File: src/rtl/byte_ram_responder_pkg.sv
// Shared types and helpers for the byte-serial data RAM responder.
package byte_ram_responder_pkg;

    // Responder FSM state codes.
    typedef enum logic [1:0] {
        RSP_IDLE   = 2'b00,
        RSP_ACCESS = 2'b01,
        RSP_WAIT   = 2'b10,
        RSP_DONE   = 2'b11
    } rsp_state_e;

    localparam int RAM_SEL_W  = 4;
    localparam int MEM_BYTE_W = 8;

    // Returns {found, lane} for the next set lane in sel. Lane index i maps to
    // byte offset 3-i, so walking offsets upward means walking lane indices
    // downward: pick the highest set lane below ptr, or the highest set lane
    // overall when first is set.
    function automatic logic [2:0] find_next_lane(
        input logic [3:0] sel,
        input logic [1:0] ptr,
        input logic       first
    );
        logic [2:0] res;
        res = 3'b000;
        for (int i = 0; i < 4; i++) begin
            if (sel[i] && (first || (i < int'(ptr)))) begin
                res = {1'b1, i[1:0]};
            end
        end
        return res;
    endfunction

endpackage

File: src/rtl/byte_ram_responder_lane_seq.sv
// Combinational next-set-lane finder used to step through the selected
// byte lanes in ascending byte-offset order, skipping unselected lanes.
module byte_lane_seq
    import byte_ram_responder_pkg::*;
(
    input  logic [3:0] sel,
    input  logic [1:0] ptr,
    input  logic       first,
    output logic [1:0] next_ptr,
    output logic       none_left
);

    logic [2:0] lane_s;

    // Pick the next lane and flag when no selected lane remains.
    always_comb begin
        lane_s    = find_next_lane(sel, ptr, first);
        next_ptr  = lane_s[1:0];
        none_left = ~lane_s[2];
    end

endmodule

File: src/rtl/byte_ram_responder.sv
// Data-bus responder: serves 32-bit byte-lane-selected loads/stores from a
// byte-wide synchronous RAM, one byte per RAM access, stalling the CPU
// while a request is in progress.
module byte_ram_responder
    import byte_ram_responder_pkg::*;
#(
    parameter int MEM_AW = 17,
    parameter int RD_LAT = 1
) (
    input  logic              clk,
    input  logic              rst,
    input  logic              ce,
    input  logic              we,
    input  logic [31:0]       addr,
    input  logic [3:0]        sel,
    input  logic [31:0]       data_i,
    output logic [31:0]       data_o,
    output logic              stallreq,
    output logic              mem_ce,
    output logic              mem_we,
    output logic [MEM_AW-1:0] mem_addr,
    output logic [7:0]        mem_wdata,
    input  logic [7:0]        mem_rdata
);

    localparam logic [1:0] RD_LAT_C = 2'(RD_LAT);

    rsp_state_e        state_r;
    logic              we_r;
    logic [MEM_AW-3:0] addr_r;
    logic [3:0]        sel_r;
    logic [31:0]       data_r;
    logic [1:0]        ptr_r;
    logic [1:0]        cnt_r;
    logic [31:0]       data_o_r;
    logic              mem_ce_r;
    logic              mem_we_r;
    logic [MEM_AW-1:0] mem_addr_r;
    logic [7:0]        mem_wdata_r;

    logic              idle_s;
    logic [3:0]        seq_sel_s;
    logic [1:0]        nxt_ptr_s;
    logic              none_left_s;
    logic [MEM_AW-3:0] base_s;
    logic [31:0]       word_s;
    logic              we_s;
    logic [MEM_AW-1:0] nxt_addr_s;
    logic [7:0]        nxt_wdata_s;
    logic              unused_addr_s;

    // Word-aligned addressing: the low two bits and bits above the RAM are dropped.
    assign unused_addr_s = ^{addr[31:MEM_AW], addr[1:0]};

    // In IDLE the lane search and next-access fields come from the live
    // request (it is being accepted this cycle); afterwards from the latches.
    always_comb begin
        idle_s = (state_r == RSP_IDLE);
        if (idle_s) begin
            seq_sel_s = sel;
            base_s    = addr[MEM_AW-1:2];
            word_s    = data_i;
            we_s      = we;
        end else begin
            seq_sel_s = sel_r;
            base_s    = addr_r;
            word_s    = data_r;
            we_s      = we_r;
        end
        nxt_addr_s  = {base_s, 2'd3 - nxt_ptr_s};
        nxt_wdata_s = word_s[{nxt_ptr_s, 3'b000} +: 8];
    end

    byte_lane_seq u_lane_seq (
        .sel       (seq_sel_s),
        .ptr       (ptr_r),
        .first     (idle_s),
        .next_ptr  (nxt_ptr_s),
        .none_left (none_left_s)
    );

    // Request FSM with registered RAM strobes and load-data assembly.
    always_ff @(posedge clk or negedge rst) begin
        if (!rst) begin
            state_r     <= RSP_IDLE;
            we_r        <= 1'b0;
            addr_r      <= '0;
            sel_r       <= 4'b0000;
            data_r      <= 32'h0000_0000;
            ptr_r       <= 2'd0;
            cnt_r       <= 2'd0;
            data_o_r    <= 32'h0000_0000;
            mem_ce_r    <= 1'b0;
            mem_we_r    <= 1'b0;
            mem_addr_r  <= '0;
            mem_wdata_r <= 8'h00;
        end else begin
            case (state_r)
                RSP_IDLE: begin
                    if (ce && (sel != 4'b0000)) begin
                        we_r        <= we;
                        addr_r      <= addr[MEM_AW-1:2];
                        sel_r       <= sel;
                        data_r      <= data_i;
                        data_o_r    <= 32'h0000_0000;
                        ptr_r       <= nxt_ptr_s;
                        mem_ce_r    <= 1'b1;
                        mem_we_r    <= we_s;
                        mem_addr_r  <= nxt_addr_s;
                        mem_wdata_r <= we_s ? nxt_wdata_s : mem_wdata_r;
                        state_r     <= RSP_ACCESS;
                    end else begin
                        mem_ce_r <= 1'b0;
                        mem_we_r <= 1'b0;
                        state_r  <= RSP_IDLE;
                    end
                end
                RSP_ACCESS: begin
                    if (!we_r) begin
                        mem_ce_r <= 1'b0;
                        mem_we_r <= 1'b0;
                        cnt_r    <= RD_LAT_C;
                        state_r  <= RSP_WAIT;
                    end else if (!none_left_s) begin
                        ptr_r       <= nxt_ptr_s;
                        mem_ce_r    <= 1'b1;
                        mem_we_r    <= 1'b1;
                        mem_addr_r  <= nxt_addr_s;
                        mem_wdata_r <= nxt_wdata_s;
                        state_r     <= RSP_ACCESS;
                    end else begin
                        mem_ce_r <= 1'b0;
                        mem_we_r <= 1'b0;
                        state_r  <= RSP_DONE;
                    end
                end
                RSP_WAIT: begin
                    if (cnt_r == 2'd1) begin
                        data_o_r[{ptr_r, 3'b000} +: 8] <= mem_rdata;
                        if (!none_left_s) begin
                            ptr_r      <= nxt_ptr_s;
                            mem_ce_r   <= 1'b1;
                            mem_we_r   <= 1'b0;
                            mem_addr_r <= nxt_addr_s;
                            state_r    <= RSP_ACCESS;
                        end else begin
                            state_r <= RSP_DONE;
                        end
                    end else begin
                        cnt_r   <= cnt_r - 2'd1;
                        state_r <= RSP_WAIT;
                    end
                end
                RSP_DONE: begin
                    // The ce seen here still belongs to the finished request.
                    mem_ce_r <= 1'b0;
                    mem_we_r <= 1'b0;
                    state_r  <= RSP_IDLE;
                end
                default: begin
                    mem_ce_r <= 1'b0;
                    mem_we_r <= 1'b0;
                    state_r  <= RSP_IDLE;
                end
            endcase
        end
    end

    // Stall covers the accept cycle (combinational) and every ACCESS/WAIT cycle.
    always_comb begin
        if ((state_r == RSP_ACCESS) || (state_r == RSP_WAIT)) begin
            stallreq = 1'b1;
        end else if (idle_s && rst && ce && (sel != 4'b0000)) begin
            stallreq = 1'b1;
        end else begin
            stallreq = 1'b0;
        end
    end

    assign data_o    = data_o_r;
    assign mem_ce    = mem_ce_r;
    assign mem_we    = mem_we_r;
    assign mem_addr  = mem_addr_r;
    assign mem_wdata = mem_wdata_r;

endmodule

File: config.mk
export PLATFORM = sky130hd
export DESIGN_NAME = byte_ram_responder
export DESIGN_NICKNAME = d
export VERILOG_FILES = /design/src/rtl/byte_ram_responder_pkg.sv /design/src/rtl/byte_ram_responder_lane_seq.sv /design/src/rtl/byte_ram_responder.sv
export SDC_FILE = /design/constraint.sdc
export NUM_CORES = 1
export LEC_CHECK = 0
export CAP_MARGIN = 10
export CELL_PAD_IN_SITES_DETAIL_PLACEMENT = 0
export CELL_PAD_IN_SITES_GLOBAL_PLACEMENT = 1
export CORE_MARGIN = 4
export CORE_UTILIZATION = 29
export CTS_BUF_LIST = sky130_fd_sc_hd__clkbuf_4
export DETAILED_ROUTE_END_ITERATION = 6
export HOLD_SLACK_MARGIN = 0.03
export PLACE_DENSITY = 0.65
export SLEW_MARGIN = 15
export SYNTH_ARGS = -nofsm -noshare
export SYNTH_HDL_FRONTEND = slang
export SYNTH_SLANG_ARGS = --single-unit
File: constraint.sdc
create_clock -name clk -period 2.6 [get_ports clk]
set_clock_uncertainty 0.05 [all_clocks]
set_input_delay 0.52 -clock clk [delete_from_list [all_inputs] [get_ports clk]]
set_output_delay 0.52 -clock clk [all_outputs]
set_load 0.01 [all_outputs]
# Word-level counts from Yosys, hierarchy flattened
# Cells that the tools add are included.
# op_classes
order_cmp	3
eq_ne	12
add_sub_neg	3
muxes	47
n_shift	3
n_reduce_logical	24
# ops
op	n
$mux W32	3
$mux W17	4
$pmux W32 S2	1
$pmux W17 S3	1
$bwmux W32	1
$mux W8	4
$shift A8 B7 Y32 const A	1
$shiftx A32 B6 Y8	1
$shiftx A8 B7 Y32	1
$mux W2	9
$pmux W8 S2	1
$mux W15	1
$mux W1	12
$mux W3	4
$logic_and A1 B1 Y1	8
$ne A2 B1 Y1 const B	4
$ne A2 B2 Y1 const B	4
$pmux W1 S4	2
$pmux W2 S4	1
$neg A5 Y7	1
$pmux W2 S3	1
$reduce_and A3 Y1	2
$reduce_bool A2 Y1	3
$reduce_and A5 Y1	1
14 further kinds	21
# totals
word_cells	104
reg_bits	117
inputBits	80
out_inout_bits	60

# Longest topological paths before layout
# Gate-level depths: netlist of the first run.
# depth
ltp_word	11
depth_mapped	10
mapped_depth_nobuf	7

# Cells and area by module
# From an unflattened synthesis of the first run, not the netlist that was laid out.
# unflattened
hier_cells	443
hier_area_um2	5527.8
# modules_own_cells
module	seq_area_each_um2	instances	cells_per_inst	area_per_inst_um2
byte_ram_responder	2927.8	1	431	5462.7
byte_lane_seq	0.0	1	12	65.1

# Worst setup path after synthesis of the first run
# OpenSTA, ideal clock, no wires.
# synth_timing
kind	flip-flop to flip-flop
from	reg state_r[0]
to	reg mem_addr_r[10] (netlist: mem_addr[10])
arrival_ps	2409
path_slack_ps	16
stages_incl_launch_ff	11
required_ps	2425
setup_ps	125
n_path_buf	3
synth_period_minus_slack_ps	2584
path_cell_list	dfrtp_1 inv_1 ha_1 buf_6 o21a_4 or2_4 a2111oi_4 a2111o_1 buf_6 buf_12 mux2_4
# synth_between
elab_chain_len	10
word_cells_on_any_way	26
classes_between	5 x eq/ne; 11 x mux; 10 x reduce/logical
# synth_rtl
item	line_no	rtl
from (decl)	byte_ram_responder.sv:28	rsp_state_e state_r;
from (signal assigned)	byte_ram_responder.sv:85	state_r <= RSP_IDLE;
from (signal assigned)	byte_ram_responder.sv:111	state_r <= RSP_ACCESS;
from (signal assigned)	byte_ram_responder.sv:115	state_r <= RSP_IDLE;
$logic_not A2 Y1	byte_ram_responder.sv:58, byte_ram_responder.sv:98	
$mux W4 / $logic_or A1 B1 Y1 (equally long branches)	byte_ram_responder.sv:59, byte_ram_responder_pkg.sv:27	
$logic_and A1 B1 Y1	byte_ram_responder_pkg.sv:27	if (sel[i] && (first || (i < int'(ptr)))) begin
$mux W3 (4 in series)	byte_ram_responder_pkg.sv:27	
$mux W17	byte_ram_responder.sv:124, byte_ram_responder.sv:140	
$mux W17, on equally long branches	byte_ram_responder.sv:138, byte_ram_responder.sv:119	
$pmux W17 S3	byte_ram_responder.sv:98	case (state_r)
to (signal assigned)	byte_ram_responder.sv:109	mem_addr_r <= nxt_addr_s;
to (signal assigned)	byte_ram_responder.sv:128	mem_addr_r <= nxt_addr_s;
to (signal assigned)	byte_ram_responder.sv:144	mem_addr_r <= nxt_addr_s;
to (decl)	byte_ram_responder.sv:38	logic [MEM_AW-1:0] mem_addr_r;
# Parallel ways exist; a longest one is shown, timed or not. The select of a mux whose other input is x is not followed.
# A chain may end at the register's enable or synchronous reset.

# Final worst setup path of the first run
# layout_timing
from	in sel[1]
to	out stallreq
# layout_between
elab_chain_len	4
# layout_rtl
item	line_no	rtl
from (decl)	byte_ram_responder.sv:15	input logic [3:0] sel,
$reduce_bool A4 Y1	byte_ram_responder.sv:173	end else if (idle_s && rst && ce && (sel != 4'b0000)) begin
$logic_and A1 B1 Y1	byte_ram_responder.sv:173	
$mux W1	byte_ram_responder.sv:173	
$mux W1	byte_ram_responder.sv:171	if ((state_r == RSP_ACCESS) || (state_r == RSP_WAIT)) begin
to (decl)	byte_ram_responder.sv:18	output logic stallreq,
# No other way between the ends.

==> flow_summary.json, run 1 <==
{
  "run_status": "completed",
  "dp_hpwl_um": 10400,
  "fin_util_pct": 40.0,
  "worstSetupStartpoint": "sel[1]",
  "critPathBufInv": 2,
  "rr_worst_depth": 10,
  "crit_family": "compound AO/OA/AOI/OAI gates",
  "fin_crit_sh_pct": 97.6,
  "tightest_slew_ns": 0.799,
  "cts-root-buf": "clkbuf_4",
  "powerDensity_nw_per_um2": 1120,
  "vias_per_cell": 4.83,
  "cts_buffer_depth": 2,
  "yosysWarnings": 0,
  "drt-pass1-iter-count": 4,
  "worst_r2r_endpoint": "mem_addr[8]$_DFFE_PN0P_",
  "synth_area_um2": 5490,
  "cpMaxStageDelayCell": "o41a_1",
  "post_drt_wl_per_cell_um": 17.0,
  "drtIter0Drc": 158,
  "synth-simple-area-share_pct": 6.77,
  "core_area_um2": 18600,
  "clk_pin_slew_ns": 0.19,
  "synth_area_leaders": "dfrtp_1, mux2_2, mux2i_1",
  "clkLatencyLatePin_ns": 0.50,
  "die_w_um": 146,
  "portBuffers": 122,
  "ant_nets": 0,
  "post-route-min-period_ns": 2.54,
  "grt_max_degree": 60,
  "finalHoldViolCount": 0,
  "hold_slack_ns": 0.0827,
  "cp.depth": 4,
  "synth_compound_area_share_pct": 13.4,
  "grt_antenna_before_repair": 1,
  "layout.nets": 702,
  "seq_area_frac_synth_pct": 50.6,
  "hold_path.class": "input port to async pin",
  "multiInputGateArea_um2": 2530,
  "muxShareOfSynthArea_pct": 23.0,
  "htreeDepth": 3,
  "final_cell_mix": "clkdlybuf4s50_1, dfrtp_1, mux2_2",
  "setup_viol": 0,
  "grt_pass1_vias": 4483,
  "cap_violations": 0,
  "vias": 4115,
  "syn_inst": 469,
  "ios": 140,
  "gp_congestion": 0.753,
  "path_class": "input port to primary output",
  "synth_edf_count": 0,
  "drive_above_1_share_pct": 25.9,
  "register_area_um2": 2780,
  "layout_commonest_cell": "clkdlybuf4s50_1",
  "cts_tree": "done",
  "yosys.area.top_type_share_pct": 50.6,
  "pre_cts_ws_ns": -0.356,
  "dominantRegCellSynth": "dfrtp_1",
  "ir_drop_v": 0.000472,
  "initial_core_util_pct": 29.4,
  "ff2ff_setup_slack_ns": 0.07,
  "die_h_um": 146,
  "die_area_um2": 21200,
  "avgSynthCellArea_um2": 11.7,
  "ctsHoldBuffers": 0,
  "grt_overflow_total": 0,
  "synth_fa_ha_area_share_pct": 2.28,
  "async_reset_ff_share_pct": 100,
  "maxSlewViolCount": 0,
  "grt_pass1_wl_um": 23600,
  "cp-end-kind": "primary output",
  "drc": 0,
  "routed_wl_um": 14500,
  "yosys.area_share.xor_xnor_pct": 0,
  "crit_required_ns": 2.03,
  "synth_area_leader_cell": "dfrtp_1",
  "fillers": 1793,
  "arrival_ns": 1.97,
  "area_delta_synth_final_pct": 35.9,
  "crit_fanout": 2,
  "clkSinkCount": 111,
  "groute.usage.overall_pct": 13.7,
  "ys_ff_latch": 111,
  "crit_chain": "clkdlybuf4s50_1, o41a_1, a31o_2, dlygate4sd2_1",
  "synthesis.nets": 559,
  "slew_headroom_pct": 46.7,
  "setup_ws_ns": 0.0628,
  "cp-start-kind": "input port",
  "design_power_total_mw": 8.36,
  "synth_top_family_by_area": "multiplexers",
  "r2r-start": "state_r[0]$_DFF_PN0_",
  "fmax_mhz": 394,
  "leakagePower_nw": 3.18,
  "critPathMaxStageDelay_ns": 0.47,
  "yosysUniqueCellTypes": 47,
  "cts_made_buffers": 9,
  "num_rows": 50
}
==> layout make-up <==
class / instances / area share, %
Multi-Input combinational cell: 309 / 33.9
Sequential cell: 111 / 37.2
Clock buffer: 9 / 0.905
Clock inverter: 7 / 1.41
Inverter: 22 / 1.11
Antenna cell: 1 / 0.0335
Tap cell: 234 / 3.92
Timing Repair Buffer: 159 / 21.5
==> registers in the layout, summed over array words and instances, names as in the netlist <==
name	count
mem_ce	1
mem_we	1
state_r	2
mem_addr	17
cnt_r	2
sel_r	3
ptr_r	2
addr_r	15
mem_wdata	8
data_o	32
we_r	1
data_r	27
==> timing repair <==
action / 4_1_cts / 5_1_grt
pin swaps: 1 / 3
gates cloned: 0 / 2
setup endpoints to repair: 3 / 26
resized for setup: 3 / 3
hold endpoints to repair: 0 / 0
setup buffers: 0 / 2
==> Yosys cell counts, drive strengths merged (2+ instances only) <==
cell / count
dfrtp: 111
mux2: 89
nand2: 41
o21ai: 41
mux2i: 23
inv: 22
clkbuf: 19
nor2: 11
a21oi: 10
ha: 10
nand3: 10
a22o: 9
buf: 8
o21a: 8
o22ai: 8
nand2b: 7
a22oi: 6
a21bo: 5
a31oi: 5
a21o: 3
nor2b: 3
and4: 2
or2: 2
==> cell families after synthesis <==
group	Yosys count
buffers and inverters	49
flip-flops	111
AO/OA/AOI/OAI	107
AND/OR/NAND/NOR	80
multiplexers	112
adder cells (fa/ha/maj)	10
==> stage by stage <==
stage	std cells	area [um^2]	TNS [ns]
floorplan	469	5490	0
global placement	831	7180	-13.81
detailed placement	831	7180	-14.78
CTS	847	7370	0
global route	852	7460	-0.00816
finish	852	7460	0
==> layer usage <==
metal | part of all wire, % | global-route usage (%)
met3 | 3.7 | 2.87
met2 | 49 | 23.9
met4 | 1.5 | 4.08
met5 | 0 | 0
met1 | 46 | 17.1
==> worst register-to-register path, cell delays in order, from the launching register on <==
cell       delay, ns
dfrtp_1         0.44
inv_1           0.12
ha_2            0.23
buf_4           0.14
nor2_1          0.04
nor2_1          0.28
a2111oi_4       0.10
a2111o_1        0.42
buf_12          0.16
clkbuf_16       0.17
mux2_4          0.30
==> worst max path at each step <==
stage	end	slack (ns)
floorplan	mem_addr[10]$_DFFE_PN0P_	0.02
global placement	stallreq	-0.28
detailed placement	data_o[6]$_DFFE_PN0P_	-0.36
CTS	mem_addr[16]$_DFFE_PN0P_	0.002
global route	ptr_r[0]$_DFFE_PN0P_	-0.004
finish	stallreq	0.06
==> power breakdown <==
part / switching [mW] / internal, mW / leakage [nW]
clock: 0.635 / 0.401 / 0.0873
sequential: 0.333 / 2.37 / 1.38
combinational: 2.00 / 2.62 / 1.72
Note: power is estimated with default switching activity, not from simulation.
==> run 2, diff against run 1 <==
--- a/config.mk
+++ b/config.mk
@@ -14,7 +14,6 @@
 export DETAILED_ROUTE_END_ITERATION = 6
 export HOLD_SLACK_MARGIN = 0.03
 export PLACE_DENSITY = 0.65
-export SLEW_MARGIN = 15
 export SYNTH_ARGS = -nofsm -noshare
 export SYNTH_HDL_FRONTEND = slang
 export SYNTH_SLANG_ARGS = --single-unit
==> run 2 against run 1 <==
Effect of this change:
- global-route usage unchanged
- maximum frequency shrank 0.36%
- clock power about the same
- sequential cell count did not move
- register-to-register slack is essentially flat
- wire length about the same
- clock-buffer cell count is the same
- non-clock buffer count grew 1
- worst hold slack worse by 0.0042 ns
- critical path depth stayed put
- critical path type unchanged
==> flow_summary.json, run 2 (synthesis results as in run 1) <==
{
  "routed_wl_um": 14500,
  "clkLatencyLatePin_ns": 0.49,
  "cp-start-kind": "input port",
  "grt_pass1_vias": 4483,
  "crit_fanout": 2,
  "setup_viol": 0,
  "leakagePower_nw": 3.19,
  "gp_congestion": 0.753,
  "layout_commonest_cell": "clkdlybuf4s50_1",
  "ir_drop_v": 0.000472,
  "die_w_um": 146,
  "cp-end-kind": "primary output",
  "fin_util_pct": 40.0,
  "core_area_um2": 18600,
  "grt_antenna_before_repair": 1,
  "initial_core_util_pct": 29.4,
  "ctsHoldBuffers": 0,
  "portBuffers": 122,
  "tightest_slew_ns": 0.793,
  "power_switching_mw": 2.96,
  "dp_hpwl_um": 10400,
  "path_class": "input port to primary output",
  "fin_crit_sh_pct": 97.9,
  "maxSlewViolCount": 0,
  "num_rows": 50,
  "hold_slack_ns": 0.0785,
  "area_delta_synth_final_pct": 35.9,
  "fmax_mhz": 393,
  "crit_required_ns": 2.03,
  "drtIter0Drc": 161,
  "pwr-share-comb_pct": 55.2,
  "pwr-share-clk_pct": 12.4,
  "clk_pin_slew_ns": 0.20,
  "groute.usage.overall_pct": 13.7,
  "r2r-start": "state_r[0]$_DFF_PN0_",
  "powerDensity_nw_per_um2": 1120,
  "slew_headroom_pct": 47.1,
  "worst_r2r_endpoint": "mem_addr[8]$_DFFE_PN0P_",
  "clkSinkCount": 111,
  "ant_nets": 0,
  "cts_made_buffers": 9,
  "internal_power_mw": 5.39,
  "rr_worst_depth": 10,
  "vias_per_cell": 4.82,
  "pre_cts_ws_ns": -0.356,
  "final_cells": 853,
  "drt-pass1-iter-count": 4,
  "largest_reg_flops": 32,
  "hold_path.class": "input port to async pin",
  "cap_violations": 0,
  "cts-root-buf": "clkbuf_4",
  "die_h_um": 146,
  "setup_ws_ns": 0.0537,
  "drc": 0,
  "multiInputGateArea_um2": 2520,
  "seqPwrFrac_pct": 32.3,
  "die_area_um2": 21200,
  "htreeDepth": 3,
  "dpl.cell_count": 831,
  "register_area_um2": 2780,
  "grt_pass1_wl_um": 23600,
  "run_status": "completed",
  "cts_buffer_depth": 2,
  "switching_share_pct": 35.5,
  "fin_setup_tns_ns": 0,
  "cts_tree": "done",
  "ff2ff_setup_slack_ns": 0.07,
  "fillers": 1794,
  "vias": 4112,
  "grt_overflow_total": 0,
  "drive_above_1_share_pct": 25.9,
  "final_cell_mix": "clkdlybuf4s50_1, dfrtp_1, mux2_2",
  "arrival_ns": 1.98,
  "post-route-min-period_ns": 2.55,
  "post_drt_wl_per_cell_um": 17.0,
  "layout.nets": 703,
  "ios": 140,
  "finalHoldViolCount": 0,
  "grt_max_degree": 60
}
## run 2: cell count changes in the layout (fill, tap and decap cells not counted), sizes merged
cell  change
buf       +1
## run 2: worst max path at each step
| stage | from | slack (ns) | cells after the start | to |
|---|---|---|---|---|
| 6_report | sel[1] | 0.05 | 4 | stallreq |
| 3_5_place_dp | sel[2] | -0.36 | 6 | data_o[6]$_DFFE_PN0P_ |
| 5_1_grt | state_r[0]$_DFF_PN0_ | -0.004 | 11 | ptr_r[0]$_DFFE_PN0P_ |
| 4_1_cts | state_r[0]$_DFF_PN0_ | 0.002 | 8 | mem_addr[16]$_DFFE_PN0P_ |
| 3_3_place_gp | sel[2] | -0.28 | 4 | stallreq |
| 2_1_floorplan | state_r[0]$_DFF_PN0_ | 0.02 | 10 | mem_addr[10]$_DFFE_PN0P_ |
## run 2: worst max-delay path, cell delays in order
cell and delay, ns:
clkdlybuf4s50_1 0.43, o41a_1 0.47, a31o_2 0.26, dlygate4sd2_1 0.29
## run 2: cell type report
cell class / instances / area share [%]
multi-input cells: 309 / 33.8
inverters: 22 / 1.11
well taps: 234 / 3.92
flip-flops and latches: 111 / 37.2
clock buffers: 9 / 0.905
clock inverters: 7 / 1.41
diodes: 1 / 0.0335
repair buffers: 160 / 21.6
## run 2: per-layer routing
layer / vias up / part of all wire [%] / global-route usage [%]
met4: 0 / 1.6 / 4.08
met5: - / 0 / 0
li1: 1960 / - / -
met1: 2052 / 46 / 17.1
met3: 19 / 3.3 / 2.87
met2: 81 / 49 / 23.9
## run 2: repair_timing
| item | 4_1_cts | 5_1_grt |
|---|---|---|
| endpoints found under the setup margin | 3 | 26 |
| setup buffers | 0 | 2 |
| pin swaps | 1 | 3 |
| gates cloned | 0 | 2 |
| gates resized for setup | 3 | 3 |
## run 2: metrics by stage
| stage | instance area, um^2 | power (mW) |
|---|---|---|
| 6_report | 7460 | 8.35 |
| 3_5_place_dp | 7180 | 7.13 |
| 5_1_grt | 7460 | 8.94 |
| 2_1_floorplan | 5490 | 5.49 |
| 4_1_cts | 7370 | 8.20 |
| 3_3_place_gp | 7180 | 7.02 |
## run 2: power groups by stage
| stage | registers, mW | logic [mW] | clock network (mW) |
|---|---|---|---|
| final | 2.70 | 4.61 | 1.04 |
| after global routing | 2.78 | 5.01 | 1.15 |
| after CTS | 2.70 | 4.42 | 1.08 |
| after detailed placement | 2.74 | 4.39 | 0 |
| after global placement | 2.71 | 4.31 | 0 |
| after floorplan | 2.78 | 2.71 | 0 |
==> run 3, diff against run 2 <==
--- a/config.mk
+++ b/config.mk
@@ -5,6 +5,7 @@
 export SDC_FILE = /design/constraint.sdc
 export NUM_CORES = 1
 export LEC_CHECK = 0
+export ABC_AREA = 1
 export CAP_MARGIN = 10
 export CELL_PAD_IN_SITES_DETAIL_PLACEMENT = 0
 export CELL_PAD_IN_SITES_GLOBAL_PLACEMENT = 1
@@ -13,7 +14,7 @@
 export CTS_BUF_LIST = sky130_fd_sc_hd__clkbuf_4
 export DETAILED_ROUTE_END_ITERATION = 6
 export HOLD_SLACK_MARGIN = 0.03
-export PLACE_DENSITY = 0.65
+export PLACE_DENSITY = 0.69
 export SYNTH_ARGS = -nofsm -noshare
 export SYNTH_HDL_FRONTEND = slang
 export SYNTH_SLANG_ARGS = --single-unit
==> run 3 against run 2 <==
Effect of this change:
- total power increased by 5.3%
- global-route usage increased by 1.1 points
- design area increased by 1.7%
- critical endpoint unchanged
- synthesized cell count increased by 52%
==> flow_summary.json, run 3 <==
{
  "cp-start-kind": "register",
  "dominantRegCellSynth": "dfrtp_1",
  "synth_fa_ha_area_share_pct": 2.22,
  "diodes": 0,
  "dpl.cell_count": 1094,
  "dpl_cell_area_um2": 7240,
  "vias_per_cell": 4.33,
  "yosys.area.top_type_share_pct": 50.2,
  "drt-pass1-iter-count": 5,
  "synth_area_um2": 5630,
  "vias": 4873,
  "seq_area_frac_synth_pct": 50.2,
  "ios": 140,
  "clkLatencyLatePin_ns": 0.53,
  "ant_nets": 0,
  "leakagePower_nw": 3.76,
  "fin_util_pct": 40.2,
  "ff2ff_setup_slack_ns": 0.34,
  "post_drt_wl_per_cell_um": 13.6,
  "topRoutingLayerUsed": "met5",
  "gp_congestion": 0.772,
  "m1WireLength_um": 7070,
  "groute.usage.overall_pct": 14.7,
  "drc": 0,
  "grt_pass1_vias": 4836,
  "fin_setup_tns_ns": 0,
  "multiInputGateArea_um2": 2440,
  "htreeDepth": 4,
  "die_w_um": 147,
  "synth_area_leaders": "dfrtp_1, nand2_1, o21ai_0",
  "cts_tree": "done",
  "pre_cts_ws_ns": -0.0137,
  "run_status": "completed",
  "final_cell_mix": "nand2_1, clkdlybuf4s50_1, dfrtp_1",
  "finalHoldViolCount": 0,
  "layout.nets": 943,
  "maxSlewViolCount": 0,
  "hold_path.class": "input port to async pin",
  "register_area_um2": 2830,
  "die_h_um": 147,
  "syn_inst": 714,
  "yosys.cell_count.top_type": "nand2_1",
  "core_area_um2": 18900,
  "dp_hpwl_um": 10900,
  "fillers": 2069,
  "r2r-start": "state_r[0]$_DFF_PN0_",
  "grt_max_degree": 74,
  "synth_compound_area_share_pct": 10.9,
  "powerDensity_nw_per_um2": 1160,
  "cts-root-buf": "clkbuf_4",
  "dr_wl_met3_um": 921,
  "cts_buffer_depth": 2,
  "async_reset_ff_share_pct": 100,
  "final_cells": 1126,
  "crit_fanout": 3,
  "slew_headroom_pct": 43.5,
  "met2_wirelength_um": 7170,
  "initial_core_util_pct": 29.8,
  "drtIter0Drc": 217,
  "drive_above_1_share_pct": 12.0,
  "cts_made_buffers": 17,
  "clk_pin_slew_ns": 0.11,
  "cp-end-kind": "primary output",
  "postCtsSetupBuffers": 0,
  "yosysWarnings": 0,
  "fmax_mhz": 420,
  "portBuffers": 122,
  "grt_pass1_wl_um": 25400,
  "tightest_slew_ns": 0.848,
  "fin_crit_sh_pct": 91.7,
  "synth_top_family_by_area": "simple AND/OR/NAND/NOR gates",
  "grt_antenna_before_repair": 1,
  "rr_worst_depth": 13,
  "arrival_ns": 1.81,
  "setup_ws_ns": 0.217,
  "synth_commonest_cells": "nand2_1, dfrtp_1, o21ai_0",
  "ys_ff_latch": 113,
  "cap_violations": 0,
  "design_power_total_mw": 8.79,
  "synthesis.nets": 804,
  "largest_reg_flops": 32,
  "routed_wl_um": 15300,
  "setup_viol": 0,
  "worst_r2r_endpoint": "mem_addr[1]$_DFFE_PN0P_",
  "rsz0062_at_grt": "false",
  "die_area_um2": 21700,
  "num_rows": 50,
  "crit_required_ns": 2.03,
  "clkSinkCount": 113,
  "area_delta_synth_final_pct": 34.8,
  "synth-simple-area-share_pct": 28.5,
  "post-route-min-period_ns": 2.38,
  "synth_area_leader_cell": "dfrtp_1",
  "muxShareOfSynthArea_pct": 1.60,
  "final_area_um2": 7590,
  "yosysUniqueCellTypes": 34,
  "grt_overflow_total": 0,
  "ctsHoldBuffers": 0,
  "synth_edf_count": 0,
  "hold_slack_ns": 0.0813,
  "layout_commonest_cell": "nand2_1",
  "ir_drop_v": 0.000629,
  "yosys.area_share.xor_xnor_pct": 0,
  "path_class": "register to primary output",
  "avgSynthCellArea_um2": 7.89
}
run 3: cell types whose count changed after synthesis, sizes merged, moves of 9 or more:
cell and delta:
mux2i -14, nand3 +24, mux2 -89, a22o -9
nand2 +279, nor2 +17, inv +33, o21ai +41
run 3: kinds of logic after synthesis:
kind of cell	Yosys count
adder cells (fa/ha/maj)	10
flip-flops	113
buffers and inverters	84
multiplexers	9
AND/OR/NAND/NOR	392
AO/OA/AOI/OAI	106
run 3: how the worst max path moves through the flow:
stage	from	endpoint	slack, ns	cells after the start
floorplan	ptr_r[0]$_DFFE_PN0P_	mem_addr[10]$_DFFE_PN0P_	0.60	14
global placement	sel[3]	stallreq	-0.02	6
detailed placement	sel[3]	stallreq	-0.01	6
CTS	state_r[0]$_DFF_PN0_	stallreq	0.11	5
global route	state_r[1]$_DFF_PN0_	stallreq	0.04	5
finish	state_r[0]$_DFF_PN0_	stallreq	0.22	5
run 3: power by group:
part	switching (mW)	leakage (nW)	internal (mW)
sequential	0.337	1.45	2.38
combinational	2.70	2.13	1.78
clock	0.725	0.180	0.868
run 3: what timing repair did:
item,4_1_cts,5_1_grt
endpoints found under the hold margin,0,0
setup endpoints to repair,1,0
resized for setup,1,0
run 3: routing by layer:
layer  up-vias  track usage (%)
li1       2545                -
met1      2194             19.2
met2       121             24.1
met3        11             4.63
met4         2             3.49
met5         -                0
run 3: critical path, cell delays in order, from the launching register on:
cell           delay [ns]
dfrtp_1              0.42
inv_1                0.11
ha_1                 0.20
nand2_1              0.06
o21bai_1             0.20
dlygate4sd2_1        0.29
run 3: layout make-up:
cell class | instances | area share [%]
inverter | 56 | 2.84
clock buffer | 18 | 1.78
multi-input combinational | 517 | 32.1
clock inverter | 14 | 2.82
sequential | 113 | 37.3
timing repair buffer | 148 | 18.9
tap | 260 | 4.29
